[src/rtl/dbg_pkg.sv]
// Shared definitions for the retire-side debug trace logic: controller states
// and the halt-cause encoding reported to the debug agent.
package dbg_pkg;

    typedef enum logic [1:0] {
        RUN    = 2'd0,
        HALTED = 2'd1,
        DUMP   = 2'd2
    } state_t;

    localparam logic [1:0] CAUSE_NONE    = 2'd0;
    localparam logic [1:0] CAUSE_EBREAK  = 2'd1;
    localparam logic [1:0] CAUSE_INVALID = 2'd2;

endpackage

[src/rtl/trace_ram.sv]
// Ring storage for retired {pc, inst} pairs: one synchronous write port and
// one asynchronous read port so the dump path presents data in the same cycle.
module trace_ram #(
    parameter int DEPTH = 16,
    parameter int WIDTH = 64
) (
    input  logic                     clk,
    input  logic                     we,
    input  logic [$clog2(DEPTH)-1:0] waddr,
    input  logic [WIDTH-1:0]         wdata,
    input  logic [$clog2(DEPTH)-1:0] raddr,
    output logic [WIDTH-1:0]         rdata
);

    logic [WIDTH-1:0] mem [DEPTH];

    // NOTE: the array has no reset; entries are only read once count says they were written.
    always_ff @(posedge clk) begin
        if (we) begin
            mem[waddr] <= wdata;
        end
    end

    assign rdata = mem[raddr];

endmodule

[src/rtl/retire_trace_buffer.sv]
// Records the last DEPTH retired instructions, halts the core on ebreak or an
// illegal instruction, and streams the history oldest-first while halted.
module retire_trace_buffer
    import dbg_pkg::*;
#(
    parameter int DEPTH = 16,
    parameter int XLEN  = 32
) (
    input  logic                       clk,
    input  logic                       reset,
    input  logic                       valid,
    input  logic [XLEN-1:0]            pc,
    input  logic [XLEN-1:0]            inst,
    input  logic                       is_ebreak,
    input  logic                       is_invalid,
    output logic                       halt,
    output logic [1:0]                 halt_cause,
    output logic [XLEN-1:0]            halt_pc,
    output logic [$clog2(DEPTH+1)-1:0] count,
    input  logic                       dump_start,
    input  logic                       resume,
    output logic                       dump_valid,
    input  logic                       dump_ready,
    output logic [XLEN-1:0]            dump_pc,
    output logic [XLEN-1:0]            dump_inst,
    output logic                       dump_last
);

    localparam int PW = $clog2(DEPTH);
    localparam int CW = $clog2(DEPTH + 1);

    state_t            state;
    logic [PW-1:0]     wptr;
    logic [PW-1:0]     rptr;
    logic [CW-1:0]     remaining;
    logic [2*XLEN-1:0] rd_data;
    logic              ram_we;
    logic              handshake;

    assign ram_we    = (state == RUN) && valid;
    assign handshake = dump_valid && dump_ready;

    trace_ram #(
        .DEPTH(DEPTH),
        .WIDTH(2 * XLEN)
    ) u_trace_ram (
        .clk  (clk),
        .we   (ram_we),
        .waddr(wptr),
        .wdata({pc, inst}),
        .raddr(rptr),
        .rdata(rd_data)
    );

    // Dump outputs are gated so they read zero outside DUMP, including during reset.
    assign dump_valid = (state == DUMP);
    assign dump_pc    = dump_valid ? rd_data[2*XLEN-1:XLEN] : '0;
    assign dump_inst  = dump_valid ? rd_data[XLEN-1:0]      : '0;
    assign dump_last  = dump_valid && (remaining == CW'(1));

    // NOTE: every register here uses <= so all updates see pre-edge values.
    always_ff @(posedge clk or negedge reset) begin
        if (!reset) begin
            state      <= RUN;
            wptr       <= '0;
            rptr       <= '0;
            count      <= '0;
            remaining  <= '0;
            halt       <= 1'b0;
            halt_cause <= CAUSE_NONE;
            halt_pc    <= '0;
        end else if (state != RUN && resume) begin
            // Resume beats dump_start and aborts a dump in flight; wptr is kept.
            state      <= RUN;
            count      <= '0;
            halt       <= 1'b0;
            halt_cause <= CAUSE_NONE;
            halt_pc    <= '0;
        end else begin
            case (state)
                RUN: begin
                    if (valid) begin
                        wptr <= wptr + PW'(1);
                        if (count != CW'(DEPTH)) begin
                            count <= count + CW'(1);
                        end
                        if (is_ebreak || is_invalid) begin
                            state      <= HALTED;
                            halt       <= 1'b1;
                            halt_cause <= is_invalid ? CAUSE_INVALID : CAUSE_EBREAK;
                            halt_pc    <= pc;
                        end
                    end
                end
                HALTED: begin
                    if (dump_start && count != '0) begin
                        state     <= DUMP;
                        // A full ring has count[PW-1:0] == 0, so the oldest entry sits at wptr.
                        rptr      <= wptr - count[PW-1:0];
                        remaining <= count;
                    end
                end
                DUMP: begin
                    if (handshake) begin
                        rptr      <= rptr + PW'(1);
                        remaining <= remaining - CW'(1);
                        if (remaining == CW'(1)) begin
                            state <= HALTED;
                        end
                    end
                end
                default: state <= RUN;
            endcase
        end
    end

endmodule

[config.mk]
export PLATFORM = sky130hd
export DESIGN_NAME = retire_trace_buffer
export DESIGN_NICKNAME = d
export VERILOG_FILES = /design/src/rtl/dbg_pkg.sv /design/src/rtl/trace_ram.sv /design/src/rtl/retire_trace_buffer.sv
export SDC_FILE = /design/constraint.sdc
export NUM_CORES = 1
export LEC_CHECK = 0
export CORE_MARGIN = 8
export CORE_UTILIZATION = 62
export DETAILED_ROUTE_END_ITERATION = 12
export MAX_ROUTING_LAYER = met4
export PLACE_DENSITY = 0.81
export SLEW_MARGIN = 20
export SYNTH_ARGS = -nofsm -noshare
export SYNTH_HDL_FRONTEND = slang
export SYNTH_SLANG_ARGS = --single-unit
[constraint.sdc]
create_clock -name clk -period 11.8 [get_ports clk]
set_input_delay 2.36 -clock clk [delete_from_list [all_inputs] [get_ports clk]]
set_output_delay 2.36 -clock clk [all_outputs]
set_load 0.03 [all_outputs]
* After elaboration in Yosys (flattened, before gate mapping)
Memories as Yosys holds them, arrays and structs flattened.
Cells that the tools add are included.
** Cells by class
- Add/sub/neg operators :: 5
- Equality and inequality tests :: 11
- Multiplexer cells :: 34
- Bitwise logic cells :: 1
- Reduce and logical (&&, ||, !) cells :: 19
** Operators by type and width (count)
- $mux W32 :: 6
- $mux W5 :: 6
- $mux W2 :: 11
- $reduce_bool A2 Y1 :: 6
- $pmux W5 S2 :: 1
- $ne A3 B1 Y1 const B :: 3
- $reduce_and A3 Y1 :: 3
- $add A4 B1 Y4 const B :: 2
- $mux W4 :: 2
- $pmux W4 S2 :: 1
- $mux W1 :: 6
- $pmux W2 S3 :: 1
- $add A5 B1 Y5 const B :: 1
- $eq A5 B1 Y1 const B :: 1
- $logic_and A1 B1 Y1 :: 5
- $ne A5 B5 Y1 const B :: 1
- $reduce_and A5 Y1 :: 1
- $reduce_bool A5 Y1 :: 1
- $sub A5 B1 Y5 const B :: 1
- $reduce_and A4 Y1 :: 1
- $sub A4 B4 Y4 :: 1
- $ne A3 B2 Y1 const B :: 1
- $ne A3 B3 Y1 const B :: 1
- $eq A2 B1 Y1 const B :: 1
- 6 further kinds :: 6
** Storage, ports and cells
- Bits in registers :: 55
- Bits in writable memories :: 1024
- Bits of input ports :: 72
- Output and inout port bits :: 106
- Logic and storage cells :: 79
- Memories kept :: 1
** Memory list
- u_trace_ram.mem :: depth 16, width 64, rd ports 1, clocked after memory_dff 0, write ports 1, line trace_ram.sv:15 : logic [WIDTH-1:0] mem [DEPTH];

* Longest topological paths before layout
Gate-level depths: netlist of run 1.
- Depth after elaboration :: 5
- Depth in mapped cells :: 8

* By module
From an unflattened synthesis of run 1, not the netlist that was laid out.
** Unflattened totals
- Cells, all modules :: 1951
- Area, all modules :: 41447.3 µm²
** Modules (own cells, without submodules)
- trace_ram :: times used 1, cells each 1583, area an instance 38300.5 µm², seq. area each 30749.5 µm²
- retire_trace_buffer :: times used 1, cells each 368, area an instance 3146.8 µm², seq. area each 1376.3 µm²

* Worst setup path after synthesis of run 1
Ideal clock, no wire load.
- Path kind :: in2reg
- Start point :: input port valid
- End point :: memory u_trace_ram.mem[3][0] (enable)
- Setup time :: 564 ps
- Arrival time :: 7377 ps
- Setup slack :: 3858 ps
- Cell stages on the path :: 4
- Path buffers :: 1
- Cells stage by stage :: and2_0 clkbuf_1 nand2_1 nor3_1
** Between the ends
- Cells in the longest elaborated chain, start to end :: 3
** RTL lines
- from (decl) :: line retire_trace_buffer.sv:11 : input logic valid,
- $logic_and A1 B1 Y1 :: line retire_trace_buffer.sv:40 : assign ram_we = (state == RUN) && valid;
- $mux W1 :: line trace_ram.sv:19 : if (we) begin
- $mux W1 (not written as such) :: line trace_ram.sv:20 : mem[waddr] <= wdata;
- to (decl) :: line trace_ram.sv:15
Every way passes these cells.

* Worst setup path in the final report of run 1
- Start point :: register rptr[1]
- End point :: output port dump_pc[10]
** Between the ends
- Cells in the longest elaborated chain, start to end :: 2
** RTL lines
- from (decl) :: line retire_trace_buffer.sv:34 : logic [PW-1:0] rptr;
- from (signal assigned) :: line retire_trace_buffer.sv:99 : rptr <= wptr - count[PW-1:0];
- from (signal assigned) :: line retire_trace_buffer.sv:105 : rptr <= rptr + PW'(1);
- $mem_v2 Z16 W64
- $mux W32 :: line retire_trace_buffer.sv:57 : assign dump_pc = dump_valid ? rd_data[2*XLEN-1:XLEN] : '0;
- to (decl) :: line retire_trace_buffer.sv:24 : output logic [XLEN-1:0] dump_pc,
Every way passes these cells.

==> metrics.log, run 1 <==
INFO  metric outcome = completed
INFO  metric cts-hold-fix-buffers = 0
INFO  metric mostFrequentLayoutCell = edfxtp_1
INFO  metric final.setup.tns = 0 ns
INFO  metric synth_compound_gate_area_share = 2.58%
INFO  metric detailed_place_hpwl = 49100 um
INFO  metric final.setup_skew = 0.0204 ns
INFO  metric power.share.combinational = 27.3%
INFO  metric wl_met3 = between 9000 and 10000 um
INFO  metric synthesis.nets = approximately 2100
INFO  metric timing.slew.headroom = 20.3%
INFO  metric cap_violations = 0
INFO  metric grt_start_max_net_pins = 132
INFO  metric synth-xor-area-share = 0.189%
INFO  metric net-switching-power = 3.31 mW
INFO  metric clock_tree_from_tritoncts = yes
INFO  metric detail_route.iter0.violations = 2560
INFO  metric cp-start-kind = flop
INFO  metric synth_enable_flop_cells = about 1000
INFO  metric clockPowerShare = 30.7%
INFO  metric num_rows = 95
INFO  metric leakage = 15.4 nW
INFO  metric timing.final.setup_violations = 0
INFO  metric dominant_combinational_cell_family_by_area_after_synthesis = multiplexers
INFO  metric power_per_cell_area = between 200 and 250 nW/um2
INFO  metric crit_path_end_kind = output pin
INFO  metric p_int = 7.78 mW
INFO  metric place.gp.congestion = 0.763
INFO  metric cts.repair.resized = 0
INFO  metric cts_max_path_buffers = 3
INFO  metric syn2layout_area_growth = 15.1%
INFO  metric nNetsFinal = 2292
INFO  metric pre_cts_slack = 5.33 ns
INFO  metric critical_path_class = reg -> out
INFO  metric numClockSinks = ~1100
INFO  metric cp_data_arrival_time = 4.94 ns
INFO  metric grt_first_pass_wirelength = 150000 um
INFO  metric gr-total-overflow = 0
INFO  metric drtPass1Iterations = 8
INFO  metric power.sequential.fraction = a little over two fifths
INFO  metric post_synth_instance_area = 41700 um2
INFO  metric ys_seq_area_share = slightly below 80%
INFO  metric ys_async_sr_fraction = 5.10%
INFO  metric boundaryPins = between 150 and 200
INFO  metric ys_seq_elements = 1079
INFO  metric post_synth_num_cell_types = 48
INFO  metric cts.clk_slew.worst_paths = 0.06 ns
INFO  metric via_count_of_the_first_global_routing_pass = 22875
INFO  metric detail_route.vias_per_cell = 6.90
INFO  metric cts.root.buffer_cell = clkbuf_16
INFO  metric drcViolationCount = 0
INFO  metric multi_input_comb_area = 9110 um2
INFO  metric fillers = 3612
INFO  metric register_area = 32100 um2
INFO  metric finalWorstPathRequiredPeriod = 7.30 ns
INFO  metric final_hold_viol_count = 0
INFO  metric detailed_route_via_count = roughly 22000
INFO  metric final_layout_size_suffix_gt1_share = 20.2%
INFO  metric dr.max_layer_used = met4
INFO  metric power.ir.vdd_worst = 185 uV
INFO  metric grt_use_total = 28.1%
INFO  metric wirelength = about 100000 um
INFO  metric worst_ep_required_time = 9.44 ns
INFO  metric finalCritPeriodShare = about three fifths
INFO  metric mostFrequentLayoutCells = edfxtp_1, mux4_2, clkdlybuf4s50_1
INFO  metric fraction_of_synthesized_area_in_multiplexers = between 15 and 20%
INFO  metric die_x = 275 um
INFO  metric m1WireLength = ~37000 um
INFO  metric maxSlewViolCount = 0
INFO  metric cts_setup_buffers = 0
INFO  metric number_of_buffers_added_on_ports = about 180
INFO  metric synth_area_per_cell = about 21 um2
INFO  metric worst-path-max-fanout = 125
INFO  metric grt_antenna_before_repair = 8
INFO  metric synth_top_flop_cell = edfxtp_1
INFO  metric tritoncts.num_buffers = ~100
INFO  metric synth.yosys.warnings = 0
INFO  metric postSynthCellCount = 1993
INFO  metric met2_length = 53200 um
INFO  metric die_h = 275 um
INFO  metric finalWorstSetupSlack = 4.50 ns
INFO  metric worst_slew_pin_slew = 1.20 ns
INFO  metric die_area = 75900 um2
INFO  metric synthAdderAreaFrac = 0.558%
INFO  metric average_wire_per_cell_in_the_routed_design = 32.6 um
INFO  metric worstSkewPairLatency = 0.66 ns
INFO  metric worst_hold_path_class = reg -> reg
INFO  metric switching_part_of_the_total = between 20 and 30%
INFO  metric max_freq = 0.137 GHz
INFO  metric grt_setup_unrepaired = no
INFO  metric route.antenna.remaining_nets = 0
INFO  metric coreArea = 66900 um2
INFO  metric synth_simple_gate_area_share = about 2.7%
INFO  metric effective_utilization_at_floorplan = about 62%
INFO  metric cts_max_level = 3
-- metrics by stage --
stage	cell area [um2]	hold slack [ns]	instances	power (mW)	util (%)
finish	48000	0.497	3165	11.1	71.8
global route	48000	0.525	3164	11.4	71.8
CTS	47900	0.500	3153	11.1	71.6
detailed placement	44500	0.483	2968	7.68	66.5
global placement	44500	0.462	2968	7.59	66.5
floorplan	41700	0.495	1993	6.81	-
-- power groups by stage --
stage	registers [mW]	clock network, mW	logic (mW)
final	4.67	3.40	3.03
after global routing	4.69	3.57	3.19
after CTS	4.67	3.43	3.03
after detailed placement	4.73	0	2.95
after global placement	4.71	0	2.88
after floorplan	4.74	0	2.07
-- kinds of logic after synthesis --
family                     Yosys count
AOI/OAI and AO/OA                  149
xor gates and xnor gates             9
DFF                               1079
and+or+nand+nor                    251
buffers and inverters              128
muxes                              359
adders and majority gates           18
-- layout make-up --
class	instances	area share, %
flip-flops and latches	1079	66.9
multi-input cells	786	19.0
clock buffers	133	5.70
repair buffers	217	4.51
well taps	873	2.27
clock inverters	52	1.51
inverters	16	0.130
diodes	9	0.0469
-- critical path, stage by stage (launching register included) --
cell,delay (ns)
dfrtp_4,0.95
buf_12,0.65
buf_4,0.79
mux4_2,0.37
mux2i_1,0.08
o22ai_1,0.47
clkdlybuf4s50_1,0.79
-- synth_stat cells, drive strengths merged (5+ instances only) --
cell / count / share of area, %
o21ai: 13 / 0.16
ha: 17 / 0.51
o211ai: 29 / 0.52
edfxtp: 1024 / 74
inv: 15 / 0.13
nand4: 12 / 0.18
xnor2: 5 / 0.10
nor3: 9 / 0.11
mux2i: 129 / 3.1
nand3: 54 / 0.65
a21oi: 7 / 0.084
o31ai: 5 / 0.090
a32oi: 9 / 0.19
dfrtp: 55 / 3.3
nand2: 131 / 1.2
a22oi: 36 / 0.65
buf: 74 / 1.1
or2: 6 / 0.090
clkbuf: 38 / 0.34
mux4: 229 / 12
o22ai: 37 / 0.55
nor2: 22 / 0.20
-- flip-flops by register name, summed over array words and instances, names as in the netlist --
signal,flops
u_trace_ram.mem,1024
halt_pc,32
count,5
remaining,5
rptr,4
wptr,4
halt_cause,2
state,2
halt,1
-- worst paths after layout --
check                                startpoint                                end  slack [ns]  cells past startpoint
setup / recovery            rptr[1]$_DFFE_PN0P_                        dump_pc[10]        4.50                      6
hold / removal                 halt$_DFFE_PN0P_                   halt$_DFFE_PN0P_        0.50                      2
setup reg to reg           state[0]$_DFFE_PN0P_  u_trace_ram.mem[12][28]$_DFFE_PP_        7.74                      6
hold reg to reg                halt$_DFFE_PN0P_                   halt$_DFFE_PN0P_        0.50                      2
max in group asynchronous                 reset                rptr[0]$_DFFE_PN0P_        9.28                      2
min in group asynchronous                 reset             halt_pc[4]$_DFFE_PN0P_        1.87                      2
-- routing by layer --
layer | GRT usage [%] | vias up
met4 | 11.3 | 0
li1 | - | 8659
met2 | 46.2 | 1553
met5 | - | -
met1 | 35.3 | 11396
met3 | 4.61 | 236
No activity file was read; power rests on OpenSTA's default activity.
==> run 2: changes to the inputs <==
Settings changed: CORE_UTILIZATION 62 to 60, PLACE_DENSITY 0.81 to 0.79.
Clock period 11.8 ns to 7.4 ns, I/O delays scaled along.
==> metrics.log, run 2 (same netlist as run 1, synthesis figures left out) <==
INFO  metric grt_start_max_net_pins = 90 (was 132)
INFO  metric worst_hold_path_class = reg -> reg (unchanged)
INFO  metric grt_first_pass_wirelength = 144000 um (was 150000 um)
INFO  metric syn2layout_area_growth = 15.1% (about the same)
INFO  metric largest_register_ff_count = 1024 (unchanged)
INFO  metric gr-total-overflow = 0 (unchanged)
INFO  metric worstSkewPairLatency = 0.65 ns (was 0.66 ns)
INFO  metric route.antenna.remaining_nets = 0 (unchanged)
INFO  metric die_h = 280 um (was 275 um)
INFO  metric boundaryPins = 178 (unchanged)
INFO  metric cts_max_path_buffers = 3 (unchanged)
INFO  metric crit_path_end_kind = output pin (unchanged)
INFO  metric via_count_of_the_first_global_routing_pass = 22367 (was 22875)
INFO  metric final.setup_skew = 0.0170 ns (was 0.0204 ns)
INFO  metric clock_tree_from_tritoncts = yes (unchanged)
INFO  metric final_layout_size_suffix_gt1_share = 20.2% (about the same)
INFO  metric average_wire_per_cell_in_the_routed_design = 30.1 um (was 32.6 um)
INFO  metric worst_ep_required_time = 5.92 ns (was 9.44 ns)
INFO  metric biggestRegsByFlops = u_trace_ram.mem: 1024 flops, halt_pc: 32 flops (unchanged)
INFO  metric nNetsFinal = 2303 (was 2292)
INFO  metric number_of_buffers_added_on_ports = 177 (unchanged)
INFO  metric cts.repair.resized = 0 (unchanged)
INFO  metric detailed_route_via_count = 21227 (was 21844)
INFO  metric mostFrequentLayoutCell = edfxtp_1 (unchanged)
INFO  metric coreArea = 68700 um2 (was 66900 um2)
INFO  metric drtPass1Iterations = 5 (was 8)
INFO  metric final_area = 48000 um2 (about the same)
INFO  metric cp_data_arrival_time = 4.43 ns (was 4.94 ns)
INFO  metric drcViolationCount = 0 (unchanged)
INFO  metric worst_slew_pin_slew = 1.10 ns (was 1.20 ns)
INFO  metric worst-path-max-fanout = 21 (was 125)
INFO  metric critical_path_class = reg -> out (unchanged)
INFO  metric die_area = 78300 um2 (was 75900 um2)
INFO  metric die_x = 280 um (was 275 um)
INFO  metric cts.clk_slew.worst_paths = 0.06 ns (about the same)
INFO  metric final_hold_viol_count = 0 (unchanged)
INFO  metric grt_use_total = 25.5% (was 28.1%)
INFO  metric final-instance-count-excl-fill = 3234 (was 3165)
INFO  metric num_rows = 96 (was 95)
INFO  metric power.ir.vdd_worst = 295 uV (was 185 uV)
INFO  metric finalCritPeriodShare = 79.9%
INFO  metric mostFrequentLayoutCells = edfxtp_1, mux4_2, clkdlybuf4s50_1 (unchanged)
INFO  metric cp-start-kind = flop (unchanged)
INFO  metric finalWorstPathRequiredPeriod = 5.91 ns
INFO  metric wirelength = 97200 um (was 103000 um)
INFO  metric timing.slew.headroom = 26.9% (was 20.3%)
INFO  metric grt_antenna_before_repair = 5 (was 8)
INFO  metric tritoncts.num_buffers = 103 (was 102)
INFO  metric numClockSinks = 1079 (unchanged)
INFO  metric leakage = 15.4 nW (about the same)
INFO  metric power = 17.3 mW (was 11.1 mW)
INFO  metric place.gp.congestion = 0.794 (was 0.763)
INFO  metric cts-hold-fix-buffers = 0 (unchanged)
INFO  metric cts_setup_buffers = 0 (unchanged)
INFO  metric maxSlewViolCount = 0 (unchanged)
INFO  metric cts_max_level = 3 (unchanged)
INFO  metric power_per_cell_area = 361 nW/um2 (was 231 nW/um2)
INFO  metric cts.root.buffer_cell = clkbuf_16 (unchanged)
INFO  metric effective_utilization_at_floorplan = 60.8% (was 62.4%)
INFO  metric grt_setup_unrepaired = no (unchanged)
INFO  metric placed_cells_incl_taps = 3038 (was 2968)
INFO  metric detail_route.vias_per_cell = 6.56 (was 6.90)
INFO  metric max_freq = around 0.17 GHz
INFO  metric post_dp_cell_area = 44700 um2 (was 44500 um2)
INFO  metric fillers = 4064 (was 3612)
INFO  metric outcome = completed (unchanged)
INFO  metric top_register = u_trace_ram.mem (unchanged)
INFO  metric detailed_place_hpwl = 49900 um (was 49100 um)
INFO  metric final.setup.tns = 0 ns (unchanged)
INFO  metric detail_route.iter0.violations = 2491 (was 2560)
INFO  metric timing.final.setup_violations = 0 (unchanged)
INFO  metric finish.utilization = 69.9% (was 71.8%)
INFO  metric cap_violations = 0 (unchanged)
==> run 2: cell count changes in the layout (fill, tap and decap cells not counted), sizes merged <==
cell / previous run / this run
clkinvlp: 5 / 4
clkbuf: 133 / 130
clkinv: 29 / 43
inv: 17 / 19
bufinv: 17 / 10
diode: 9 / 5
buf: 41 / 51
==> run 2: power by group <==
group	total [mW]	internal, mW	leakage [nW]	switching (mW)
clock	5.16	2.94	1.60	2.22
sequential	7.40	7.13	9.93	0.272
combinational	4.78	2.07	3.85	2.71
total	17.3	12.1	15.4	5.20
==> run 2: path summary, 6_finish.rpt <==
check | start | endpoint | slack (ns) | cells past startpoint
max | state[0]$_DFFE_PN0P_ | dump_pc[5] | 1.49 | 9
min | halt$_DFFE_PN0P_ | halt$_DFFE_PN0P_ | 0.49 | 2
max reg2reg | state[1]$_DFFE_PN0P_ | u_trace_ram.mem[12][5]$_DFFE_PP_ | 3.68 | 6
min reg2reg | halt$_DFFE_PN0P_ | halt$_DFFE_PN0P_ | 0.49 | 2
max in group asynchronous | reset | rptr[1]$_DFFE_PN0P_ | 5.82 | 2
min in group asynchronous | reset | halt_pc[22]$_DFFE_PN0P_ | 0.99 | 2
==> run 2: worst max-delay path, stage by stage (launching register included) <==
cell             delay [ns]
dfrtp_1                0.40
inv_1                  0.13
ha_1                   0.65
nand2_2                0.60
buf_4                  0.46
nor2_1                 0.23
buf_4                  0.32
nand2_1                0.08
o211ai_1               0.14
clkdlybuf4s50_1        0.73
==> run 2: routing by layer <==
layer | up-vias | share of wire, % | track usage [%]
met1 | 11083 | 38 | 33.7
li1 | 8689 | - | -
met4 | 0 | 2.9 | 8.14
met5 | - | 0 | -
met3 | 190 | 8.8 | 3.84
met2 | 1265 | 51 | 41.5
==> run 2: metrics by stage <==
step | hold slack (ns) | setup slack, ns
finish | 0.488 | 1.49
global route | 0.493 | 1.28
CTS | 0.485 | 1.47
detailed placement | 0.471 | 2.18
global placement | 0.467 | 2.27
floorplan | 0.495 | 0.338
==> run 2: area by class of cell <==
class / instances / area (um2) / share of cell area [%]
Clock buffer: 130 / 2700 / 5.62
Timing Repair Buffer: 227 / 2260 / 4.71
Inverter: 16 / 62.6 / 0.130
Clock inverter: 60 / 596 / 1.24
Sequential cell: 1079 / 32100 / 66.9
Antenna cell: 5 / 12.5 / 0.0260
Multi-Input combinational cell: 786 / 9110 / 19.0
Tap cell: 931 / 1160 / 2.42
==> run 3: changes to the inputs <==
Clock period 7.4 ns to 5.7 ns, I/O delays scaled along.
==> metrics.log, run 3 (same netlist as run 1, synthesis figures left out) <==
INFO  metric timing.final.setup_violations = 0 (unchanged)
INFO  metric effective_utilization_at_floorplan = 60.8% (unchanged)
INFO  metric timing.critical_path.cells = inv_1 > ha_1 > buf_4 > and2_1 > buf_4 > buf_4 > a22oi_1 > o211ai_1 > clkdlybuf4s50_1 (was inv_1 > ha_1 > nand2_2 > buf_4 > nor2_1 > buf_4 > nand2_1 > o211ai_1 > clkdlybuf4s50_1)
INFO  metric final_layout_size_suffix_gt1_share = 20.7% (was 20.2%)
INFO  metric r2r-start = state[1]$_DFFE_PN0P_ (unchanged)
INFO  metric finalWorstSetupSlack = 0.146 ns (was 1.49 ns)
INFO  metric cts-hold-fix-buffers = 0 (unchanged)
INFO  metric grt_setup_unrepaired = no (unchanged)
INFO  metric boundaryPins = 178 (unchanged)
INFO  metric numClockSinks = 1079 (unchanged)
INFO  metric detailed_route_via_count = 21197 (was 21227)
INFO  metric final_area = 48100 um2 (was 48000 um2)
INFO  metric timing.slew.headroom = 30.0% (was 26.9%)
INFO  metric final_hold_viol_count = 0 (unchanged)
INFO  metric die_area = 78300 um2 (unchanged)
INFO  metric worst-path-max-fanout = 19 (was 21)
INFO  metric cts.repair.resized = 0 (unchanged)
INFO  metric place.gp.congestion = 0.806 (was 0.794)
INFO  metric grt_use_total = 25.4% (was 25.5%)
INFO  metric route.antenna.remaining_nets = 0 (unchanged)
INFO  metric worst_slew_pin_slew = 1.05 ns (was 1.10 ns)
INFO  metric leakage = 15.4 nW (about the same)
INFO  metric coreArea = 68700 um2 (unchanged)
INFO  metric whs = 0.494 ns (was 0.488 ns)
INFO  metric crit_path_max_incr_delay = 0.84 ns (was 0.73 ns)
INFO  metric cp-start-kind = flop (unchanged)
INFO  metric critical_path.most_common_cell = buf_4 (unchanged)
INFO  metric via_count_of_the_first_global_routing_pass = 21996 (was 22367)
INFO  metric r2r_cells = 7 (was 6)
INFO  metric critical_path.reg2reg.endpoint = u_trace_ram.mem[8][34]$_DFFE_PP_ (was u_trace_ram.mem[12][5]$_DFFE_PP_)
INFO  metric holdPathStages = 2 (unchanged)
INFO  metric detailed_place_hpwl = 51700 um (was 49900 um)
INFO  metric syn2layout_area_growth = 15.3% (was 15.1%)
INFO  metric biggestRegsByFlops = u_trace_ram.mem: 1024 flops, halt_pc: 32 flops (unchanged)
INFO  metric number_of_buffers_added_on_ports = 177 (unchanged)
INFO  metric power_per_cell_area = 466 nW/um2 (was 361 nW/um2)
INFO  metric crit_path_end_kind = output pin (unchanged)
INFO  metric power.ir.vdd_worst = 317 uV (was 295 uV)
INFO  metric nNetsFinal = 2313 (was 2303)
INFO  metric mostFrequentLayoutCell = edfxtp_1 (unchanged)
INFO  metric critical_path_class = reg -> out (unchanged)
INFO  metric startpoint = state[0]$_DFFE_PN0P_ (unchanged)
INFO  metric top_register = u_trace_ram.mem (unchanged)
INFO  metric largest_register_ff_count = 1024 (unchanged)
INFO  metric finalWorstPathRequiredPeriod = 5.55 ns
INFO  metric average_wire_per_cell_in_the_routed_design = 30.1 um (about the same)
INFO  metric critical-path-slowest-cell = and2_1 (was clkdlybuf4s50_1)
INFO  metric worst_ep_required_time = 4.56 ns (was 5.92 ns)
INFO  metric pre_cts_slack = 0.980 ns (was 2.18 ns)
INFO  metric r2r_slack = 2.59 ns (was 3.68 ns)
INFO  metric tritoncts.num_buffers = 103 (unchanged)
INFO  metric worst_hold_path_class = reg -> reg (unchanged)
INFO  metric drtPass1Iterations = 6 (was 5)
INFO  metric num_rows = 96 (unchanged)
INFO  metric grt_first_pass_wirelength = 143000 um (was 144000 um)
INFO  metric mostFrequentLayoutCells = edfxtp_1, mux4_2, clkdlybuf4s50_1 (unchanged)
INFO  metric die_x = 280 um (unchanged)
INFO  metric fillers = 4044 (was 4064)
INFO  metric maxSlewViolCount = 0 (unchanged)
INFO  metric cts_setup_buffers = 0 (unchanged)
INFO  metric cts.root.buffer_cell = clkbuf_16 (unchanged)
INFO  metric worstSkewPairLatency = 0.65 ns (about the same)
INFO  metric gr-total-overflow = 0 (unchanged)
INFO  metric die_h = 280 um (unchanged)
INFO  metric cap_violations = 0 (unchanged)
INFO  metric final.setup.tns = 0 ns (unchanged)
INFO  metric clock_tree_from_tritoncts = yes (unchanged)
INFO  metric critPathCapture = dump_inst[1] (was dump_pc[5])
INFO  metric power = 22.4 mW (was 17.3 mW)
INFO  metric drcViolationCount = 0 (unchanged)
INFO  metric cts_max_path_buffers = 3 (unchanged)
INFO  metric outcome = completed (unchanged)
INFO  metric final.setup_skew = 0.0272 ns (was 0.0170 ns)
INFO  metric wirelength = 97600 um (was 97200 um)
INFO  metric post_dp_cell_area = 44900 um2 (was 44700 um2)
INFO  metric cts_max_level = 3 (unchanged)
INFO  metric grt_start_max_net_pins = 71 (was 90)
INFO  metric finalCritPeriodShare = 97.4%
INFO  metric cp_data_arrival_time = 4.41 ns (was 4.43 ns)
INFO  metric grt_antenna_before_repair = 4 (was 5)
INFO  metric max_freq = 0.180 GHz
INFO  metric detail_route.vias_per_cell = 6.55 (was 6.56)
INFO  metric detail_route.iter0.violations = 2529 (was 2491)
INFO  metric cts.clk_slew.worst_paths = 0.06 ns (about the same)
run 3: cell types whose count changed in the layout (fill, tap and decap cells not counted), moves of 4 or more:
cell / delta
nor3_4: +4
clkinv_1: -6
clkbuf_8: +8
buf_4: +5
bufinv_16: -7
nor3_2: -4
buf_12: +5
run 3: routing by layer:
metal	part of all wire [%]	routed length (um)	global-route usage [%]	up-vias
met4	2.4	2380	7.86	0
met2	50	49200	40.9	1248
met1	38	37300	33.7	11095
met3	8.9	8710	4.05	162
li1	-	-	-	8692
met5	0	0	-	-
run 3: worst min path at each step:
stage | endpoint | slack (ns) | startpoint
global route | halt$_DFFE_PN0P_ | 0.52 | halt$_DFFE_PN0P_
global placement | halt$_DFFE_PN0P_ | 0.46 | halt$_DFFE_PN0P_
detailed placement | halt$_DFFE_PN0P_ | 0.48 | halt$_DFFE_PN0P_
CTS | halt$_DFFE_PN0P_ | 0.50 | halt$_DFFE_PN0P_
floorplan | state[1]$_DFFE_PN0P_ | 0.49 | state[1]$_DFFE_PN0P_
finish | halt$_DFFE_PN0P_ | 0.49 | halt$_DFFE_PN0P_
run 3: cell type report:
class / instances / area [um2] / area share (%)
sequential: 1079 / 32100 / 66.8
multi-input combinational: 786 / 9130 / 19.0
clock buffer: 138 / 2850 / 5.93
timing repair buffer: 237 / 2400 / 4.99
tap: 931 / 1160 / 2.42
clock inverter: 45 / 350 / 0.728
inverter: 16 / 65.1 / 0.135
antenna: 4 / 10.0 / 0.0208
run 3: power breakdown:
| part | internal (mW) | leakage [nW] | total [mW] | switching (mW) |
|---|---|---|---|---|
| registers | 9.26 | 9.93 | 9.64 | 0.382 |
| clock network | 3.64 | 1.58 | 6.48 | 2.83 |
| logic | 2.72 | 3.93 | 6.30 | 3.58 |
run 3: through the flow:
stage | util [%] | instances
finish | 70.0 | 3236
global route | 70.0 | 3236
CTS | 70.0 | 3231
detailed placement | 65.3 | 3048
global placement | 65.3 | 3048
floorplan | - | 1993
run 3: critical path: cells and delay by family (launching register included):
kind	cells	cell delay, ns
AO/OA/AOI/OAI	2	0.36
adder cells (fa/ha/maj)	1	0.47
buffers and inverters	5	1.65
flip-flops	1	0.41
AND/OR/NAND/NOR	1	0.84
